`config.mk`:
```
export PLATFORM = sky130hd
export DESIGN_NAME = carry_event_timer_flat
export DESIGN_NICKNAME = d
export VERILOG_FILES = /design/src/rtl/carry_event_timer_pkg.sv /design/src/rtl/carry_event_timer_if.sv /design/src/rtl/carry_event_timer_irq_latch.sv /design/src/rtl/carry_event_timer.sv /design/src/flat_wrapper.sv
export SDC_FILE = /design/constraint.sdc
export NUM_CORES = 1
export LEC_CHECK = 0
export ABC_AREA = 1
export BUFFER_PORTS_ARGS = -buffer_cell sky130_fd_sc_hd__buf_2
export CAP_MARGIN = 40
export CORE_MARGIN = 2
export CORE_UTILIZATION = 29
export CTS_CLUSTER_SIZE = 8
export DETAILED_ROUTE_END_ITERATION = 8
export SLEW_MARGIN = 10
export SYNTH_ARGS = -nofsm -noshare
export SYNTH_HDL_FRONTEND = slang
export SYNTH_HIERARCHICAL = 1
export SYNTH_SLANG_ARGS = --single-unit
```
`constraint.sdc`:
```
create_clock -name clock -period 2.1 [get_ports clock]
set_clock_uncertainty 0.2 [all_clocks]
set_input_delay 0.42 -clock clock [delete_from_list [all_inputs] [get_ports clock]]
set_output_delay 0.42 -clock clock [all_outputs]
set_load 0.03 [all_outputs]
```
`src/rtl/carry_event_timer_pkg.sv`:
```
// Shared definitions for the carry event timer stages.
// Holds the state encoding and the nibble bit-order helper.
// No logic; pure types and functions.
package carry_event_timer_pkg;

  typedef enum logic [1:0] {
    ST_IDLE = 2'd0,
    ST_RUN  = 2'd1,
    ST_DONE = 2'd2
  } state_t;

  // The counter nibble arrives as [0:3] with bit 0 the LSB; a plain
  // assignment to a [3:0] vector would reverse it, so index explicitly.
  function automatic logic [3:0] nib_val(input logic [0:3] n);
    return {n[3], n[2], n[1], n[0]};
  endfunction

endpackage

```
`src/rtl/carry_event_timer_if.sv`:
```
// Bundle between the counter slice, the timer and the status logic.
// Wires only, no latency.
// No backpressure; all strobes are single-cycle pulses.
interface carry_event_timer_if #(parameter int WIDTH = 8);

  logic             carry_in;
  logic [0:3]       nibble_in;
  logic             enable;
  logic             start;
  logic             stop;
  logic             oneshot;
  logic [WIDTH-1:0] period;
  logic             irq_ack;
  logic             capture_req;
  logic [WIDTH-1:0] ext_count;
  logic             busy;
  logic             tick;
  logic             irq;
  logic             missed;
  logic [WIDTH+3:0] capture;
  logic             capture_vld;

  modport master (
    output carry_in, nibble_in, enable, start, stop, oneshot, period,
           irq_ack, capture_req,
    input  ext_count, busy, tick, irq, missed, capture, capture_vld
  );

  modport slave (
    input  carry_in, nibble_in, enable, start, stop, oneshot, period,
           irq_ack, capture_req,
    output ext_count, busy, tick, irq, missed, capture, capture_vld
  );

endinterface

```
`src/rtl/carry_event_timer_irq_latch.sv`:
```
// Sticky interrupt with acknowledge plus a sticky missed-event flag.
// Latency: one cycle from set/ack to irq/missed.
// No backpressure; set always lands, and set beats a coincident ack.
module irq_latch (
  input  logic clock,
  input  logic clear,
  input  logic set,
  input  logic ack,
  output logic irq,
  output logic missed
);

  // An ack always clears missed; a set arriving with an ack re-raises irq
  // but is not a miss, since software is servicing the previous one.
  always_ff @(posedge clock or negedge clear) begin
    if (!clear) begin
      irq    <= 1'b0;
      missed <= 1'b0;
    end else begin
      irq    <= set | (irq & ~ack);
      missed <= ~ack & (missed | (set & irq));
    end
  end

endmodule

```
`src/rtl/carry_event_timer.sv`:
```
// Extends the 4-bit counter by WIDTH bits, ticks on period match, captures timestamps.
// Latency: one cycle from a sampled carry/start/stop/capture_req to outputs.
// No backpressure; events outside RUN are dropped, capture requests always served.
module carry_event_timer
  import carry_event_timer_pkg::*;
#(
  parameter int WIDTH = 8
) (
  input logic                clock,
  input logic                clear,
  carry_event_timer_if.slave bus
);

  state_t           state;
  state_t           state_nx;
  logic [WIDTH-1:0] period_q;
  logic             oneshot_q;
  logic [WIDTH-1:0] cnt_q;
  logic [WIDTH-1:0] cnt_nx;
  logic             tick_q;
  logic             busy_q;
  logic [WIDTH+3:0] cap_q;
  logic             cap_vld_q;
  logic             ev;
  logic             hit;
  logic             arm;

  assign ev  = bus.carry_in & bus.enable & (state == ST_RUN);
  assign hit = ev & (cnt_q == period_q);
  // Stop wins over start; start while running is ignored.
  assign arm = bus.start & ~bus.stop & ((state == ST_IDLE) | (state == ST_DONE));

  // State register.
  always_ff @(posedge clock or negedge clear) begin
    if (!clear) state <= ST_IDLE;
    else        state <= state_nx;
  end

  // Next-state logic.
  always_comb begin
    state_nx = state;
    if (bus.stop) begin
      state_nx = ST_IDLE;
    end else begin
      case (state)
        ST_IDLE: if (bus.start) state_nx = ST_RUN;
        ST_RUN:  if (hit && oneshot_q) state_nx = ST_DONE;
        ST_DONE: if (bus.start) state_nx = ST_RUN;
        default: state_nx = ST_IDLE;
      endcase
    end
  end

  // Next extension count: cleared on stop/arm, wraps to 0 on match.
  always_comb begin
    cnt_nx = cnt_q;
    if (bus.stop || arm) begin
      cnt_nx = '0;
    end else if (ev) begin
      cnt_nx = (cnt_q == period_q) ? '0 : cnt_q + WIDTH'(1);
    end
  end

  // Output and configuration registers.
  always_ff @(posedge clock or negedge clear) begin
    if (!clear) begin
      cnt_q     <= '0;
      tick_q    <= 1'b0;
      busy_q    <= 1'b0;
      period_q  <= '0;
      oneshot_q <= 1'b0;
      cap_q     <= '0;
      cap_vld_q <= 1'b0;
    end else begin
      cnt_q     <= cnt_nx;
      tick_q    <= hit;
      busy_q    <= (state_nx == ST_RUN);
      cap_vld_q <= bus.capture_req;
      if (arm) begin
        period_q  <= bus.period;
        oneshot_q <= bus.oneshot;
      end
      // Pre-edge count, so a coincident carry is seen before its increment.
      if (bus.capture_req) cap_q <= {cnt_q, nib_val(bus.nibble_in)};
    end
  end

  irq_latch u_irq (
    .clock  (clock),
    .clear  (clear),
    .set    (hit),
    .ack    (bus.irq_ack),
    .irq    (bus.irq),
    .missed (bus.missed)
  );

  assign bus.ext_count   = cnt_q;
  assign bus.tick        = tick_q;
  assign bus.busy        = busy_q;
  assign bus.capture     = cap_q;
  assign bus.capture_vld = cap_vld_q;

endmodule

```
`src/flat_wrapper.sv`:
```
// flat-port wrapper written by rule: the top's interface ports become plain ports
module carry_event_timer_flat import carry_event_timer_pkg::*;
#(
  parameter int WIDTH = 8
)
  (clock, clear, bus_carry_in, bus_nibble_in, bus_enable, bus_start, bus_stop, bus_oneshot, bus_period, bus_irq_ack, bus_capture_req, bus_ext_count, bus_busy, bus_tick, bus_irq, bus_missed, bus_capture, bus_capture_vld);
  carry_event_timer_if #(.WIDTH(WIDTH)) bus_i ();
  input logic clock;
  input logic clear;
  input wire logic [$bits(bus_i.carry_in)-1:0] bus_carry_in;
  input wire logic [$bits(bus_i.nibble_in)-1:0] bus_nibble_in;
  input wire logic [$bits(bus_i.enable)-1:0] bus_enable;
  input wire logic [$bits(bus_i.start)-1:0] bus_start;
  input wire logic [$bits(bus_i.stop)-1:0] bus_stop;
  input wire logic [$bits(bus_i.oneshot)-1:0] bus_oneshot;
  input wire logic [$bits(bus_i.period)-1:0] bus_period;
  input wire logic [$bits(bus_i.irq_ack)-1:0] bus_irq_ack;
  input wire logic [$bits(bus_i.capture_req)-1:0] bus_capture_req;
  output wire logic [$bits(bus_i.ext_count)-1:0] bus_ext_count;
  output wire logic [$bits(bus_i.busy)-1:0] bus_busy;
  output wire logic [$bits(bus_i.tick)-1:0] bus_tick;
  output wire logic [$bits(bus_i.irq)-1:0] bus_irq;
  output wire logic [$bits(bus_i.missed)-1:0] bus_missed;
  output wire logic [$bits(bus_i.capture)-1:0] bus_capture;
  output wire logic [$bits(bus_i.capture_vld)-1:0] bus_capture_vld;
  assign bus_i.carry_in = bus_carry_in;
  assign bus_i.nibble_in = bus_nibble_in;
  assign bus_i.enable = bus_enable;
  assign bus_i.start = bus_start;
  assign bus_i.stop = bus_stop;
  assign bus_i.oneshot = bus_oneshot;
  assign bus_i.period = bus_period;
  assign bus_i.irq_ack = bus_irq_ack;
  assign bus_i.capture_req = bus_capture_req;
  assign bus_ext_count = bus_i.ext_count;
  assign bus_busy = bus_i.busy;
  assign bus_tick = bus_i.tick;
  assign bus_irq = bus_i.irq;
  assign bus_missed = bus_i.missed;
  assign bus_capture = bus_i.capture;
  assign bus_capture_vld = bus_i.capture_vld;
  carry_event_timer #(.WIDTH(WIDTH)) u_core (.clock(clock), .clear(clear), .bus(bus_i));
endmodule
```
==> flow_metrics.env <==
export IMPL_core_rowCount=28
export IMPL_post_cts_resized=0
export IMPL_drv_slew=0
export IMPL_yosysMostFrequentCell="nand2_1"
export IMPL_hold_viol=0
export IMPL_drtPass1Iterations=4
export IMPL_overflow=0
export IMPL_synth_top_cell_area_share_pct=51.69
export IMPL_syn_num_nets=218
export IMPL_synth_edf_count=0
export IMPL_max_freq_ghz=0.5923
export IMPL_p_per_area_nw_per_um2=817.5
export IMPL_ir_worst_vdd_mv=0.3649
export IMPL_path_clk_slew_ns=0.07
export IMPL_worstPathArrival_ns=1.72
export IMPL_synthArstFlopShare_pct=100.0
export IMPL_worstPathMaxFanout=7
export IMPL_cts_htree_levels=2
export IMPL_start_kind="flip-flop"
export IMPL_nets=268
export IMPL_cts_root_buf="clkbuf_8"
export IMPL_cts_tree="done"
export IMPL_post_cts_buffers=0
export IMPL_grt_pass1_wl_um=6279
export IMPL_ios=46
export IMPL_status="finished clean"
export IMPL_design_core_area_um2=5851
export IMPL_seqPwrFrac_pct=45.0
export IMPL_routabilityCongestion=0.7794
export IMPL_clkLatencyLatePin_ns=0.29
export IMPL_drive_gt1_share_pct=34.01
export IMPL_clkPwrFrac_pct=37.3
export IMPL_dpl_cell_area_um2=2039
export IMPL_intPower_mw=1.284
export IMPL_p_switching_mw=0.4950
export IMPL_drc_errors=0
export IMPL_rsz0062_at_grt="false"
export IMPL_crit_type="flip-flop to flip-flop"
export IMPL_avgSynthCellArea_um2=8.892
export IMPL_synth_seq_cells=36
export IMPL_grt_max_degree=37
export IMPL_diodes=0
export IMPL_die_area_um2=6646
export IMPL_cap_violations=0
export IMPL_gr_usage_all_layers_pct=12.46
export IMPL_pwr_share_comb_pct=17.7
export IMPL_seq_area_frac_synth_pct=51.69
export IMPL_vias_per_cell=4.236
export IMPL_first_global_vias=1380
export IMPL_hp_class="primary input to flip-flop"
export IMPL_postRouteAntennaNets=0
export IMPL_ys_flop_type="dfrtp_1"
export IMPL_tns_ns=0
export IMPL_die_w_um=81.53
export IMPL_hpwl_um=2824
export IMPL_synth_common_cells="65 x nand2_1, 36 x dfrtp_1, 19 x inv_1, 13 x nor2_1, 8 x nand4_1"
export IMPL_start_util_pct=29.79
export IMPL_yosysUniqueCellTypes=26
export IMPL_ctsLongestPathBuffers=2
export IMPL_placed_cells=313
export IMPL_grt_antenna_before_repair=0
export IMPL_area_growth_synth_to_final_pct=24.84
export IMPL_wl_per_cell_um=11.50
export IMPL_relSlewSlack_pct=68.99
export IMPL_setup_viol_count_final=0
export IMPL_cts_sinks=36
export IMPL_syn_area_um2=1743
export IMPL_yosysWarnings=6
export IMPL_fin_crit_ns=1.688
export IMPL_required_ns=2.13
export IMPL_wl_um=3702
export IMPL_die_y_um=81.53
export IMPL_num_vias=1364
export IMPL_crit_path_end_kind="flip-flop"
export IMPL_drt_iter0_markers=63
export IMPL_cts_made_buffers=5
export IMPL_synth_area_leaders="dfrtp_1 52%, nand2_1 14%, inv_1 4.1%"
export IMPL_synth_cells=196
export IMPL_final_util_pct=37.19
export IMPL_instances_no_fill=322
export IMPL_period_share_pct=80.40
export IMPL_port_buffers=45
export IMPL_p_leak_nw=1.174
export IMPL_final_area_um2=2176
export IMPL_switching_share_pct=27.83
export IMPL_power_mw=1.779
export IMPL_worst_pin_slew_ns=0.4652
export IMPL_synth_top_cell_by_area="dfrtp_1"
logic make-up (layout without fill, tap and decap cells):
logic type,Yosys count,count (layout),synth area share (%)
flip-flops,36,36,51.69
XOR/XNOR,6,6,3.447
AND/OR/NAND/NOR,102,102,27.92
AO/OA/AOI/OAI,14,14,4.307
multiplexers,6,6,3.876
buffers and inverters,31,82,8.040
adder cells (fa/ha/maj),1,1,0.7178
critical path: stages, from the launching register on:
cell	delay, ns
dfrtp_1	0.47
inv_1	0.14
nand2_1	0.06
nand2_1	0.07
nand2_1	0.07
nor2_2	0.12
nand2_2	0.13
nor2_1	0.22
nand3_2	0.09
nand2_1	0.06
routing by layer:
metal  vias to the layer above  GRT usage, %  share of wire (%)
met5                         -             0                  0
met4                         0         3.559                1.2
met3                         6         3.626                4.6
met2                        28         20.74                 47
met1                       629         15.70                 47
li1                        701             -                  -
layout make-up:
type                       count  area [um2]
fill                         608        3675
sequential                    36       900.9
multi-input combinational    129       701.9
timing repair buffer          48       250.2
inverter                      26       102.6
clock buffer                   7       96.34
tap                           75       93.84
clock inverter                 1       30.03
placed cells by master, fill, tap and decap left out:
cell type	Yosys	final
nand4_1	8	8
buf_2	3	45
inv_6	1	1
nor2_8	2	2
xnor2_2	1	1
clkbuf_8	0	7
o21ai_0	4	4
nor2_4	1	1
nand2_2	4	4
o22ai_1	1	1
nor2_2	4	4
nand3_1	2	2
nand2_4	2	2
o21ai_2	1	1
nand3_2	1	1
nor2_1	13	13
ha_1	1	1
buf_4	0	2
o21ai_1	1	1
dlygate4sd3_1	0	1
inv_1	19	19
dfrtp_1	36	36
nand2_1	65	65
xor2_1	2	2
bufinv_16	0	1
xnor2_1	3	3
a21oi_1	7	7
inv_2	6	6
mux2_2	6	6
sequential cells by signal (all words and copies together), names as in the netlist:
name                    flops
u_core/bus.capture         12
u_core/bus.ext_count        8
u_core/period_q             8
u_core/state                2
u_core/bus.busy             1
u_core/bus.capture_vld      1
u_core/bus.tick             1
u_core/oneshot_q            1
u_core/u_irq/irq            1
u_core/u_irq/missed         1
what timing repair did:
item                                   in CTS  in global routing
hold buffers                                1                  0
endpoints found under the hold margin      36                  0
setup endpoints to repair                   0                  0
through the flow:
step                      hold slack, ns  worst slack, ns
after floorplan                 -0.07559           0.4879
after global placement            0.2761           0.4648
after detailed placement          0.2641           0.4170
after CTS                         0.1159           0.3859
after global routing              0.1272           0.1959
final                             0.1262           0.4116
final timing paths:
path                                                          start                                 to  slack, ns  cells past startpoint
worst max-delay path            u_core/bus.ext_count[5]$_DFFE_PN0P_      u_core/u_irq/missed$_DFF_PN0_       0.41                      9
worst min-delay path                                  bus_period[3]     u_core/period_q[3]$_DFFE_PN0P_       0.13                      3
worst max register to register  u_core/bus.ext_count[5]$_DFFE_PN0P_      u_core/u_irq/missed$_DFF_PN0_       0.41                      9
worst min register to register         u_core/oneshot_q$_DFFE_PN0P_       u_core/oneshot_q$_DFFE_PN0P_       0.28                      2
max in group asynchronous                                     clear  u_core/bus.capture[8]$_DFFE_PN0P_       0.86                      3
min in group asynchronous                                     clear          u_core/state[0]$_DFF_PN0_       0.50                      3
power groups by stage:
stage / Sequential (mW) / Combinational (mW) / Clock (mW)
2_1_floorplan: 0.862 / 0.162 / 0
3_3_place_gp: 0.811 / 0.312 / 0
3_5_place_dp: 0.814 / 0.316 / 0
4_1_cts: 0.801 / 0.319 / 0.685
5_1_grt: 0.810 / 0.357 / 0.720
6_report: 0.800 / 0.314 / 0.664
Power figures use the tool's default switching activity.
